[config.mk]
export PLATFORM = sky130hd
export DESIGN_NAME = fft_sample_loader
export DESIGN_NICKNAME = d
export VERILOG_FILES = /design/src/rtl/fft_pkg.sv /design/src/rtl/fft_bit_reverse.sv /design/src/rtl/fft_sample_loader.sv
export SDC_FILE = /design/constraint.sdc
export NUM_CORES = 1
export LEC_CHECK = 0
export ABC_CLOCK_PERIOD_IN_PS = 5700
export CORE_ASPECT_RATIO = 1.1
export CORE_UTILIZATION = 41
export DETAILED_ROUTE_END_ITERATION = 7
export PLACE_DENSITY_LB_ADDON = 0.3
export RECOVER_POWER = 100
export SLEW_MARGIN = 20
export SYNTH_ARGS = -nofsm -noshare
export SYNTH_HDL_FRONTEND = slang
export SYNTH_SLANG_ARGS = --single-unit
[constraint.sdc]
create_clock -name clk -period 5.7 [get_ports clk]
set_clock_uncertainty 0.05 [all_clocks]
set_input_delay 1.14 -clock clk [delete_from_list [all_inputs] [get_ports clk]]
set_output_delay 1.14 -clock clk [all_outputs]
set_load 0.01 [all_outputs]
[src/rtl/fft_pkg.sv]
// ---------------------------------------------------------------------------
// fft_pkg
// Shared types and defaults for the FFT sample loader.
//   loader_state_t : loader FSM state encoding
//   sample_t       : packed complex sample {re[31:16], im[15:0]}
//   DATA_W_DEF / ADDR_W_DEF : default sample width and RAM address width
// ---------------------------------------------------------------------------
package fft_pkg;

   localparam int DATA_W_DEF = 32;
   localparam int ADDR_W_DEF = 12;

   typedef enum logic [1:0] {
      ST_IDLE         = 2'd0,
      ST_LOAD         = 2'd1,
      ST_DONE         = 2'd2,
      ST_COMPUTE_WAIT = 2'd3
   } loader_state_t;

   typedef struct packed {
      logic [15:0] re;
      logic [15:0] im;
   } sample_t;

endpackage

[src/rtl/fft_bit_reverse.sv]
// ---------------------------------------------------------------------------
// fft_bit_reverse
// Combinational bit reversal of the low k bits of an address; upper bits
// of the result are zero.
//   value    : in  ADDR_W  address to reverse (expected < 2^k)
//   k        : in  KW      number of low bits to reverse
//   reversed : out ADDR_W  low k bits of value in reversed order
// ---------------------------------------------------------------------------
module fft_bit_reverse #(
   parameter int  ADDR_W = 12,
   localparam int KW     = $clog2(ADDR_W + 1)
) (
   input  logic [ADDR_W-1:0] value,
   input  logic [KW-1:0]     k,
   output logic [ADDR_W-1:0] reversed
);

   logic [ADDR_W-1:0] mirrored;
   logic [KW-1:0]     shamt;

   // Mirror the full word, then shift the reversed field down so only the
   // low k bits of value land in the result; anything above bit k-1 of
   // value falls off the bottom.
   always_comb begin
      mirrored = '0;
      for (int i = 0; i < ADDR_W; i++) begin
         mirrored[i] = value[ADDR_W-1-i];
      end
   end

   assign shamt    = KW'(ADDR_W) - k;
   assign reversed = mirrored >> shamt;

endmodule

[src/rtl/fft_sample_loader.sv]
// ---------------------------------------------------------------------------
// fft_sample_loader
// Loads one frame of N samples from a valid/ready stream into the FFT
// sample RAM, optionally at bit-reversed addresses.
//   clk           : in  sole clock, rising edge
//   nrst          : in  async active-low reset
//   ce            : in  clock enable; 0 holds all state
//   sample_num    : in  frame length N, captured on accepted start
//   start         : in  single-cycle frame load request
//   load_nCompute : in  1 = loader owns sample RAM, 0 = compute phase
//   s_valid       : in  input sample valid
//   s_data        : in  input sample
//   s_ready       : out loader accepts a sample this cycle (combinational)
//   wr_en         : out sample RAM write strobe (registered)
//   wr_adr        : out sample RAM write address (registered)
//   wr_data       : out sample RAM write data (registered)
//   data_loaded   : out frame complete, held until load phase ends
//   cfg_err       : out one-cycle pulse: start rejected, bad sample_num
//
// state           | meaning
// ----------------+-----------------------------------------------------
// ST_IDLE         | waiting for start with a valid N
// ST_LOAD         | accepting samples, writing RAM
// ST_DONE         | frame complete, data_loaded high
// ST_COMPUTE_WAIT | compute phase running, waiting for load phase again
// ---------------------------------------------------------------------------
module fft_sample_loader
   import fft_pkg::*;
#(
   parameter int DATA_W = DATA_W_DEF,
   parameter int ADDR_W = ADDR_W_DEF,
   parameter bit BITREV = 1'b1
) (
   input  logic              clk,
   input  logic              nrst,
   input  logic              ce,
   input  logic [ADDR_W-1:0] sample_num,
   input  logic              start,
   input  logic              load_nCompute,
   input  logic              s_valid,
   input  logic [DATA_W-1:0] s_data,
   output logic              s_ready,
   output logic              wr_en,
   output logic [ADDR_W-1:0] wr_adr,
   output logic [DATA_W-1:0] wr_data,
   output logic              data_loaded,
   output logic              cfg_err
);

   localparam int KW = $clog2(ADDR_W + 1);

   loader_state_t     state;
   loader_state_t     state_nxt;
   logic [ADDR_W-1:0] n_reg;
   logic [ADDR_W-1:0] count;
   logic [ADDR_W-1:0] rev_adr;
   logic [KW-1:0]     k_reg;
   logic [KW-1:0]     n_log2;
   logic              n_ok;
   logic              start_req;
   logic              start_go;
   logic              start_bad;
   logic              xfer;
   logic              last;
   logic              leave_done;

   // Power of two, at least 2; the top of the range is implied by the width.
   assign n_ok = (sample_num != '0) && !sample_num[0] &&
                 ((sample_num & (sample_num - ADDR_W'(1))) == '0);

   always_comb begin
      n_log2 = '0;
      for (int i = 0; i < ADDR_W; i++) begin
         if (sample_num[i]) n_log2 = KW'(i);
      end
   end

   assign start_req = ce & start & load_nCompute;
   assign last      = (count == (n_reg - ADDR_W'(1)));

   always_comb begin
      state_nxt  = state;
      s_ready    = 1'b0;
      xfer       = 1'b0;
      start_go   = 1'b0;
      start_bad  = 1'b0;
      leave_done = 1'b0;
      case (state)
         ST_IDLE: begin
            if (start_req) begin
               if (n_ok) begin
                  start_go  = 1'b1;
                  state_nxt = ST_LOAD;
               end else begin
                  start_bad = 1'b1;
               end
            end
         end
         ST_LOAD: begin
            if (ce) begin
               if (!load_nCompute) begin
                  state_nxt = ST_IDLE;
               end else begin
                  s_ready = 1'b1;
                  if (s_valid) begin
                     xfer = 1'b1;
                     if (last) state_nxt = ST_DONE;
                  end
               end
            end
         end
         ST_DONE: begin
            if (ce && !load_nCompute) begin
               leave_done = 1'b1;
               state_nxt  = ST_COMPUTE_WAIT;
            end
         end
         ST_COMPUTE_WAIT: begin
            if (ce && load_nCompute) state_nxt = ST_IDLE;
         end
         default: state_nxt = ST_IDLE;
      endcase
   end

   always_ff @(posedge clk or negedge nrst) begin
      if (!nrst) state <= ST_IDLE;
      else       state <= state_nxt;
   end

   fft_bit_reverse #(.ADDR_W(ADDR_W)) u_bit_reverse (
      .value    (count),
      .k        (k_reg),
      .reversed (rev_adr)
   );

   // xfer and start_bad already require ce, so the strobes drop to zero in
   // any ce=0 cycle instead of repeating a write.
   always_ff @(posedge clk or negedge nrst) begin
      if (!nrst) begin
         n_reg       <= '0;
         k_reg       <= '0;
         count       <= '0;
         wr_en       <= 1'b0;
         wr_adr      <= '0;
         wr_data     <= '0;
         data_loaded <= 1'b0;
         cfg_err     <= 1'b0;
      end else begin
         wr_en   <= xfer;
         cfg_err <= start_bad;
         if (start_go) begin
            n_reg <= sample_num;
            k_reg <= n_log2;
            count <= '0;
         end
         if (xfer) begin
            wr_adr  <= BITREV ? rev_adr : count;
            wr_data <= s_data;
            if (!last) count <= count + ADDR_W'(1);
         end
         if (xfer && last)    data_loaded <= 1'b1;
         else if (leave_done) data_loaded <= 1'b0;
      end
   end

endmodule
Yosys cells after proc, flatten, opt, wreduce, memory -nomap -nowiden
Cells that the tools add are included.
{ "op_classes": {"addsub": 4, "multipliers": 0, "div": 0, "order_cmp": 0, "eq_ne": 11, "shift": 1, "n_mux": 40, "bitwise_logic": 3, "reduce_logical": 12} }
{ "op_table": {"columns": ["operator", "n"], "rows": [
  ["$mux W12", 3],
  ["$mux W4", 8],
  ["$sub A12 B1 Y12 const B", 2],
  ["$mux W2", 10],
  ["$mux W1", 18],
  ["$add A12 B1 Y12 const B", 1],
  ["$and A12 B12 Y12", 1],
  ["$eq A12 B12 Y1", 1],
  ["$logic_not A12 Y1", 1],
  ["$reduce_bool A12 Y1", 1],
  ["$shr A12 B4 Y12", 1],
  ["$ne A2 B2 Y1 const B", 5],
  ["$pmux W2 S4", 1],
  ["$reduce_and A7 Y1", 1],
  ["$ne A3 B3 Y1 const B", 2],
  ["$logic_and A1 B1 Y1", 5],
  ["$eq A2 B2 Y1 const B", 2],
  ["$sub A4 B4 Y4 const A", 1],
  ["$and A1 B1 Y1", 2],
  ["$eq A2 B1 Y1 const B", 1],
  ["$logic_not A1 Y1", 2],
  ["$logic_not A2 Y1", 1],
  ["$reduce_bool A2 Y1", 1]
]} }
{ "word_totals": {"reg_bits": 77, "latch_bits": 0, "ram_bits": 0, "rom_bits": 0, "output_inout_bits": 48, "elab_cells": 80, "n_memories": 0} }

Depth between registers and ports, before layout
Gate-level depths: netlist (run 1).
{ "depth": {"ltp_word": 11, "depth_mapped": 11, "depth_no_buf": 9} }

By module
A second synthesis (run 1) with hierarchy kept.
{ "hier_totals": {"cells_unflattened": 503, "area_unflattened_um2": 4322.9} }
{ "modules_own_cells": {"columns": ["module", "n_inst", "cells_per_inst", "area_each_um2", "seq_area_each_um2"], "rows": [
  ["fft_sample_loader", 1, 431, 3806.2, 1926.8],
  ["fft_bit_reverse", 1, 72, 516.7, 0.0]
]} }

Worst setup path before layout (run 1)
No wires, ideal clock.
{ "synth_path": {"kind": "input to register", "from": "in sample_num[2]", "to": "reg count[11]", "setup_ns": 0.126, "arrival_ns": 3.192, "setup_slack_ns": 2.332, "cell_stages": 8, "n_path_buf": 1, "cell_sequence": "or4_1 a2111oi_0 o22ai_1 a211oi_2 nand2_1 and2_1 buf_2 a221o_1"} }
{ "synth_via": {"elab_chain_len": 10} }
{ "synth_rtl": {"columns": ["element", "line", "text"], "rows": [
  ["start: declaration", "fft_sample_loader.sv:37", "input logic [ADDR_W-1:0] sample_num,"],
  ["$sub A12 B1 Y12", "fft_sample_loader.sv:69", "((sample_num & (sample_num - ADDR_W'(1))) == '0);"],
  ["$and A12 B12 Y12", "fft_sample_loader.sv:69", null],
  ["$logic_not A12 Y1", "fft_sample_loader.sv:69", null],
  ["$logic_and A1 B1 Y1 *", "fft_sample_loader.sv:68", "assign n_ok = (sample_num != '0) && !sample_num[0] &&"],
  ["$mux W1 *", "fft_sample_loader.sv:91", "if (n_ok) begin"],
  ["$mux W1 *", "fft_sample_loader.sv:90", "if (start_req) begin"],
  ["$mux W1 *", "fft_sample_loader.sv:88", "case (state)"],
  ["$mux W12 *", "fft_sample_loader.sv:151", "if (start_go) begin"],
  ["$mux W12", "fft_sample_loader.sv:159", "if (!last) count <= count + ADDR_W'(1);"],
  ["$mux W12 *", "fft_sample_loader.sv:156", "if (xfer) begin"],
  ["end signal: assignment", "fft_sample_loader.sv:159", null],
  ["end: declaration", "fft_sample_loader.sv:55", "logic [ADDR_W-1:0] count;"]
]} }
Mark *: on every way between the ends. The rest lies on a longest branch, timed or not.
A chain may end at the register's enable or synchronous reset.

Final worst setup path (run 1)
Ends and elaborated chain as after synthesis.

==> out/qor.txt, run 1 <==
Status = finished, violations left
Failing checks = capacitance limit, slew limit
Fmax = 227 MHz
Clock sink count = 77
Max-slew headroom = -5.52%
Tmin final = 4.41 ns
GRT Residual Overflow = 0
Commonest non-fill, non-tap cells in the layout = nand2_1 (136), dfrtp_1 (77), dlygate4sd3_1 (50)
Ys flop type = dfrtp_1
Post-synth cell types = 61
Share of cells above drive strength 1 = 7.80%
Biggest register = wr_data
Crit path capture type = flip-flop
Hold EP = wr_data[12]$_DFFE_PN0P_
Count of final setup violators = 0
Placement row count = 38
Final net count = 612
Number of synthesized flops with an enable pin = 0
Reg2Reg Depth = 9
# DRC = 0
DR pass1 iterations = 5
Max FO, Critical Path = 24
Crit path launch = sample_num[2]
Hold_sp = wr_data[12]$_DFFE_PN0P_
Initial Util = 42.8%
Final wirelength = 9980 um
Resized Gates After CTS = 0
Vias after detailed routing = 3694
Total design power = 1.52 mW
Commonest non-fill, non-tap cell in the layout = nand2_1
Number of buffers created by CTS = 9
Htree depth = 3
First-pass GRT wire length = 17100 um
Clock transition at the registers of the reported paths = 0.08 ns
Max FFs per register = 32
Die height = 109 um
Worst r2r src = n_reg[0]$_DFFE_PN0P_
Post-synth ARST share = 100%
Hold Crit Class = reg -> reg
Antenna violations before repair = 0
Slew @ Worst Pin = 1.58 ns
Vias in the first global route = 3510
Postcts setup bufs = 0
Cells after Synth = 478
Die area = 0.0108 mm^2
Worst vdd ir = 0.000127 V
Global-route usage over all layers = 20.2%
Critical path type = in -> reg
Setup tns final = 0 ns
CP required = 5.89 ns
DIE WIDTH = 99.3 um
Filler cells = 903
Synth Cell Area = 0.00427 mm^2
Antenna viol nets, final = 0
DRC violation total after the first TritonRoute iteration = 184
Worst R2R Setup Slack = 2.18 ns
Port-buffer cells = 97
CTS max path bufs = 2
Worst reg2reg path endpoint = count[11]$_DFF_PN0_
Sequential share of the synthesized area = 45.1%
Final hold vios = 0
Largest net degree at the start of global routing = 78
Cts hold-fix bufs = 0
Post-Syn Area per Cell = 8.93 um^2
DR vias/cell = 5.40
P&R area growth vs syn = 28.1%
DR WL/cell = 14.6 um
Core ar. = 0.00998 mm^2
Routability congestion estimate = 0.829
Clk_lat worst skew = 0.36 ns
Arrival time worst endpoint = 4.60 ns
Maxcap violations = 1
Syn nets = 531
CTS tree = done
Leakage power = 2.60 nW
Period utilisation layout = 77.4%
Post-DP HPWL = 7250 um
Worst Setup Start Kind = input pin
Min Hold Slack = 0.421 ns
Hold Path Depth = 2
Synth warn = 0
Slew Viols, Final = 38
Number of diodes = 0
Ports = 98
Power density cells = 278 mW/mm^2
Root Buffer = clkbuf_8
Yosys reg bits = 77
RSZ-0062 raised after global routing = no
-- stage by stage --
step,util [%],worst slack [ns],instance area (um^2),std cells
3_3_place_gp,53.0,1.61,5290,668
2_1_floorplan,-,2.33,4270,478
6_report,54.8,1.29,5470,684
3_5_place_dp,53.0,1.54,5290,668
5_1_grt,54.8,0.965,5470,684
4_1_cts,55.0,1.91,5490,684
-- Yosys cell counts, types with 2 or more instances --
cell | n | area [um^2]
a2111oi_0 | 2 | 17.5
a211o_1 | 6 | 52.6
a211oi_2 | 2 | 25.0
a21oi_1 | 10 | 50.1
a221o_1 | 2 | 20.0
a31oi_1 | 5 | 31.3
and3_1 | 2 | 12.5
buf_2 | 2 | 10.0
clkbuf_1 | 26 | 97.6
dfrtp_1 | 77 | 1930
ha_1 | 3 | 37.5
inv_1 | 15 | 56.3
mux2_2 | 9 | 101
mux2i_1 | 8 | 80.1
mux4_2 | 8 | 180
nand2_1 | 136 | 510
nand2b_1 | 4 | 25.0
nand3_1 | 11 | 55.1
nand4_1 | 2 | 12.5
nor2_1 | 27 | 101
nor2b_1 | 6 | 37.5
nor3_1 | 19 | 95.1
nor3b_1 | 3 | 22.5
nor4_1 | 3 | 18.8
nor4b_1 | 3 | 26.3
o211ai_1 | 4 | 30.0
o21ai_0 | 22 | 110
o21bai_1 | 3 | 22.5
o22ai_1 | 2 | 12.5
o31ai_1 | 5 | 37.5
or2_2 | 2 | 12.5
or3_1 | 2 | 12.5
or4_1 | 3 | 22.5
or4_4 | 2 | 22.5
xnor2_1 | 8 | 70.1
xor2_1 | 9 | 78.8
-- metal layers --
layer  global-route usage, %  routed length [um]  vias up
met5                       0                   0        -
met4                    9.66                 219        0
met3                    3.46                 486       18
met2                    34.2                4800      111
met1                    25.2                4470     1751
li1                        -                   -     1814
-- kinds of logic (layout without fill, tap and decap cells) --
| kind of cell | count (synthesis) | in the layout | share of synthesized area, % |
|---|---|---|---|
| and+or+nand+nor | 233 | 233 | 24.9 |
| buffers and inverters | 46 | 132 | 4.37 |
| muxes | 25 | 25 | 8.47 |
| AOI/OAI and AO/OA | 76 | 76 | 12.6 |
| adders and majority gates | 4 | 4 | 1.11 |
| DFF | 77 | 77 | 45.1 |
| xor gates and xnor gates | 17 | 17 | 3.49 |
-- worst max path at each step --
stage                     endpoint  slack, ns  cells after the start
2_1_floorplan  count[11]$_DFF_PN0_       2.33                      8
3_3_place_gp   count[11]$_DFF_PN0_       1.61                      9
3_5_place_dp   count[11]$_DFF_PN0_       1.54                      9
4_1_cts        count[11]$_DFF_PN0_       1.91                      9
5_1_grt        count[11]$_DFF_PN0_       0.96                      9
6_report       count[11]$_DFF_PN0_       1.29                      9
-- where the power goes --
part / switching (mW) / total [mW] / internal [mW]
combinational: 0.194 / 0.398 / 0.204
clock: 0.196 / 0.423 / 0.227
sequential: 0.0573 / 0.702 / 0.645
-- area by class of cell --
cell class                 count  area [um^2]  area share, %
tap                          120          150           2.75
clock inverter                 3         43.8          0.801
clock buffer                  13          159           2.91
inverter                      15         56.3           1.03
timing repair buffer         101          991           18.1
sequential                    77         1930           35.2
multi-input combinational    355         2140           39.2
-- critical path, cell delays in order --
cell and delay [ns]:
dlygate4sd3_1 0.62, or4_1 0.60, a2111oi_0 0.32, o22ai_1 0.18, a211oi_1 0.38, nand2_1 0.09
clkbuf_1 0.42, and2_0 0.45, a221o_1 0.39
Power figures use the tool's default switching activity.
==> run 2: changes to the inputs <==
--- a/config.mk
+++ b/config.mk
@@ -5,7 +5,7 @@
 export SDC_FILE = /design/constraint.sdc
 export NUM_CORES = 1
 export LEC_CHECK = 0
-export ABC_CLOCK_PERIOD_IN_PS = 5700
+export ABC_CLOCK_PERIOD_IN_PS = 4050
 export CORE_ASPECT_RATIO = 1.1
 export CORE_UTILIZATION = 41
 export DETAILED_ROUTE_END_ITERATION = 7
==> constraint.sdc (replaced) <==
create_clock -name clk -period 4.05 [get_ports clk]
set_clock_uncertainty 0.05 [all_clocks]
set_input_delay 0.81 -clock clk [delete_from_list [all_inputs] [get_ports clk]]
set_output_delay 0.81 -clock clk [all_outputs]
set_load 0.01 [all_outputs]
==> run 2 against run 1 <==
Net effect: the run still ends with capacitance limit, slew limit left; highest routed layer unchanged; critical path depth decreased by 1; clock-buffer cell count down 4; first-iteration DRC count fell by 18%; critical endpoint unchanged; global-route usage is 0.19 points higher; flip-flop and latch count unchanged.
==> out/qor.txt, run 2 (synthesized netlist as in run 1, its figures left out) <==
Status = finished, violations left
Failing checks = capacitance limit, slew limit
Ports = 98
Global-route usage over all layers = 20.4%
Worst vdd ir = 0.000210 V
First-pass GRT wire length = 17300 um
DR vias/cell = 5.46
RSZ-0062 raised after global routing = no
Max FO, Critical Path = 7
Clock sink count = 77
DR pass1 iterations = 4
Final wirelength = 10400 um
P&R area growth vs syn = 29.3%
Number of buffers created by CTS = 9
Routability congestion estimate = 0.845
Vias in the first global route = 3596
Resized Gates After CTS = 0
Commonest non-fill, non-tap cell in the layout = nand2_1
DRC violation total after the first TritonRoute iteration = 151
Vias after detailed routing = 3735
Share of cells above drive strength 1 = 8.69%
Leakage power = 2.63 nW
Largest net degree at the start of global routing = 78
Port-buffer cells = 97
Total design power = 2.24 mW
Period utilisation layout = 88.9%
Power density cells = 406 mW/mm^2
Crit path capture type = flip-flop
Postcts setup bufs = 0
Area after DPL = 0.00530 mm^2
Max-slew headroom = -24.9%
Htree depth = 3
Final net count = 613
Slew Viols, Final = 78
Antenna violations before repair = 0
Min Hold Slack = 0.422 ns
Commonest non-fill, non-tap cells in the layout = nand2_1 (136), dfrtp_1 (77), dlygate4sd3_1 (50)
Die height = 109 um
# DRC = 0
Final instance area = 0.00552 mm^2
GRT Residual Overflow = 0
Clock transition at the registers of the reported paths = 0.08 ns
Maxcap violations = 1
DR WL/cell = 15.2 um
Filler cells = 902
Tmin final = 3.60 ns
Post-DP HPWL = 7490 um
Biggest register = wr_data
Cts hold-fix bufs = 0
Hold Crit Class = reg -> reg
Clk_lat worst skew = 0.35 ns
Arrival time worst endpoint = 3.78 ns
DIE WIDTH = 99.3 um
Core ar. = 0.00998 mm^2
Fmax = 278 MHz
CP required = 4.23 ns
CTS tree = done
Max FFs per register = 32
Antenna viol nets, final = 0
Die area = 0.0108 mm^2
Final hold vios = 0
Slew @ Worst Pin = 1.87 ns
Root Buffer = clkbuf_8
Number of diodes = 0
Placement row count = 38
CTS max path bufs = 2
Final core utilization = 55.3%
Critical path type = in -> reg
Count of final setup violators = 0
Worst Setup Start Kind = input pin
Initial Util = 42.8%
Setup tns final = 0 ns
==> run 2: layout make-up <==
class	instances	area [um^2]	share of cell area (%)
Sequential cell	77	1930	34.9
Clock buffer	9	124	2.24
Timing Repair Buffer	102	1000	18.2
Tap cell	120	150	2.72
Multi-Input combinational cell	355	2150	38.9
Inverter	15	56.3	1.02
Clock inverter	6	113	2.04
==> run 2: worst max-delay path: stages <==
cell           delay (ns)
dlygate4sd3_1        0.62
or4_1                0.59
a2111oi_0            0.36
o22ai_1              0.18
a211oi_1             0.44
nand2_1              0.12
and2_1               0.28
a221o_1              0.39
==> run 2: final timing paths <==
kind | from | to | slack [ns] | depth (start not counted)
worst max-delay path | sample_num[2] | count[11]$_DFF_PN0_ | 0.45 | 8
worst min-delay path | wr_data[12]$_DFFE_PN0P_ | wr_data[12]$_DFFE_PN0P_ | 0.42 | 2
worst max register to register | n_reg[0]$_DFFE_PN0P_ | count[7]$_DFF_PN0_ | 0.90 | 10
worst min register to register | wr_data[12]$_DFFE_PN0P_ | wr_data[12]$_DFFE_PN0P_ | 0.42 | 2
max in group asynchronous | nrst | wr_adr[0]$_DFFE_PN0P_ | 1.93 | 1
min in group asynchronous | nrst | wr_data[23]$_DFFE_PN0P_ | 0.90 | 1
==> run 2: per-stage QoR <==
step | worst slack [ns] | std cells
6_report | 0.451 | 684
3_3_place_gp | 0.460 | 669
3_5_place_dp | 0.325 | 669
2_1_floorplan | 1.01 | 478
5_1_grt | 0.366 | 684
4_1_cts | 0.697 | 684
==> run 2: report_power, final <==
part           internal, mW  switching (mW)  total, mW
clock network         0.407           0.286      0.693
logic                 0.287           0.272      0.559
registers             0.907          0.0796      0.987
total                  1.60           0.637       2.24
==> run 2: layer usage <==
layer  vias up  share of wire, %  global-route usage, %
met4         0               1.5                   8.19
met3        15               5.5                   3.65
met2       133                49                   34.8
li1       1821                 -                      -
met5         -                 0                      0
met1      1766                44                   25.7
==> run 3: changes to the inputs <==
--- a/config.mk
+++ b/config.mk
@@ -5,7 +5,7 @@
 export SDC_FILE = /design/constraint.sdc
 export NUM_CORES = 1
 export LEC_CHECK = 0
-export ABC_CLOCK_PERIOD_IN_PS = 4050
+export ABC_CLOCK_PERIOD_IN_PS = 3430
 export CORE_ASPECT_RATIO = 1.1
 export CORE_UTILIZATION = 41
 export DETAILED_ROUTE_END_ITERATION = 7
==> constraint.sdc (replaced) <==
create_clock -name clk -period 3.43 [get_ports clk]
set_clock_uncertainty 0.05 [all_clocks]
set_input_delay 0.686 -clock clk [delete_from_list [all_inputs] [get_ports clk]]
set_output_delay 0.686 -clock clk [all_outputs]
set_load 0.01 [all_outputs]
==> run 3 against run 2 <==
Net effect: the flow still finishes with violations (capacitance limit, slew limit); critical path depth unchanged; setup slack worse by 0.22 ns; die area unchanged; total power increased by 12%; register-to-register slack lost 0.60 ns; via count is essentially flat; routed wire length fell by 0.52%; first-iteration DRC count up 17%.
==> out/qor.txt, run 3 (synthesized netlist as in run 1, its figures left out) <==
Arrival time worst endpoint = 3.40 ns
Crit path buf inv count = 1
Commonest non-fill, non-tap cells in the layout = nand2_1 (136), dfrtp_1 (77), dlygate4sd3_1 (50)
Status = finished, violations left
Clock transition at the registers of the reported paths = 0.09 ns
Family with the most delay on the worst path = simple AND/OR/NAND/NOR gates
Failing checks = capacitance limit, slew limit
Period utilisation layout = 93.4%
Htree depth = 3
Critical path's slowest cell = dlygate4sd3_1
Root Buffer = clkbuf_8
Vias in the first global route = 3622
First-pass GRT wire length = 17200 um
Clk_lat worst skew = 0.36 ns
Largest net degree at the start of global routing = 78
Slew @ Worst Pin = 1.85 ns
Post-DP HPWL = 7550 um
Core ar. = 0.00998 mm^2
Slew Viols, Final = 78
DR vias/cell = 5.37
Vias after detailed routing = 3733
Routability congestion estimate = 0.822
Final hold vios = 0
Postcts setup bufs = 0
DR WL/cell = 14.9 um
Worst Setup Start Kind = input pin
DRC violation total after the first TritonRoute iteration = 177
Cts hold-fix bufs = 0
Max FFs per register = 32
Tmin final = 3.20 ns
RSZ-0062 raised after global routing = no
P&R area growth vs syn = 30.0%
Ports = 98
Fmax = 312 MHz
Crit path largest cell delay = 0.59 ns
Setup tns final = 0 ns
Worst R2R Setup Slack = 0.30 ns
GRT Residual Overflow = 0
Number of buffers created by CTS = 9
Area after DPL = 0.00537 mm^2
Max-slew headroom = -23.6%
Maxcap violations = 1
Critical path type = in -> reg
Antenna viol nets, final = 0
Initial Util = 42.8%
Port-buffer cells = 97
Crit-path cells = dlygate4sd3_1, or4_1, nor3_1, mux2i_1, a211oi_1, nand2_1, and2_1, a221o_1
Biggest register = wr_data
DR pass1 iterations = 4
Clock sink count = 77
Leakage power = 2.66 nW
Share of cells above drive strength 1 = 10.4%
Count of final setup violators = 0
Final wirelength = 10300 um
Crit path capture type = flip-flop
CP required = 3.62 ns
Resized Gates After CTS = 0
Final instance area = 0.00555 mm^2
Worst vdd ir = 0.000177 V
Max FO, Critical Path = 7
Die area = 0.0108 mm^2
Global-route usage over all layers = 20.2%
Antenna violations before repair = 0
Placement row count = 38
Final net count = 623
Commonest non-fill, non-tap cell in the layout = nand2_1
Hold Crit Class = reg -> reg
Die height = 109 um
# DRC = 0
DIE WIDTH = 99.3 um
CTS tree = done
Power density cells = 451 mW/mm^2
CTS max path bufs = 2
Number of diodes = 0
==> run 3: final timing paths <==
path | depth (start not counted) | start | to
worst max-delay path | 8 | sample_num[4] | count[11]$_DFF_PN0_
worst min-delay path | 2 | wr_adr[11]$_DFFE_PN0P_ | wr_adr[11]$_DFFE_PN0P_
worst max register to register | 10 | n_reg[0]$_DFFE_PN0P_ | count[9]$_DFF_PN0_
worst min register to register | 2 | wr_adr[11]$_DFFE_PN0P_ | wr_adr[11]$_DFFE_PN0P_
max in group asynchronous | 1 | nrst | n_reg[3]$_DFFE_PN0P_
min in group asynchronous | 1 | nrst | wr_data[23]$_DFFE_PN0P_
==> run 3: layout make-up <==
cell class	count	area, um^2
fill	898	4430
clock inverter	7	73.8
tap	120	150
sequential	77	1930
clock buffer	9	124
timing repair buffer	112	1070
multi-input combinational	355	2150
inverter	15	56.3
==> run 3: tightest hold or removal path, delay by kind of cell (launching register included) <==
family,cells,cell delay [ns]
compound gates,1,0.05
simple gates,1,0.05
flops,1,0.35
==> run 3: routing by layer <==
layer | GRT usage [%] | wire length [um] | vias to the layer above
met2 | 36.6 | 5140 | 129
li1 | - | - | 1851
met4 | 5.57 | 97 | 0
met5 | 0 | 0 | -
met3 | 4.49 | 601 | 10
met1 | 24.0 | 4490 | 1743
==> run 3: power by group <==
group          internal [mW]  switching, mW  leakage [nW]
logic                  0.342          0.319          1.54
registers               1.07         0.0964          1.02
clock network          0.288          0.387         0.101
total                   1.70          0.803          2.66
==> run 3: per-stage QoR <==
stage	power [mW]	hold WS (ns)	setup WS (ns)	utilization [%]	cells
finish	2.50	0.425	0.226	55.6	695
global route	2.66	0.453	0.0637	55.6	695
CTS	2.62	0.438	0.280	55.8	695
detailed placement	1.93	0.412	0.0409	53.8	679
global placement	1.90	0.406	0.102	53.8	679
floorplan	1.47	0.340	0.516	-	478
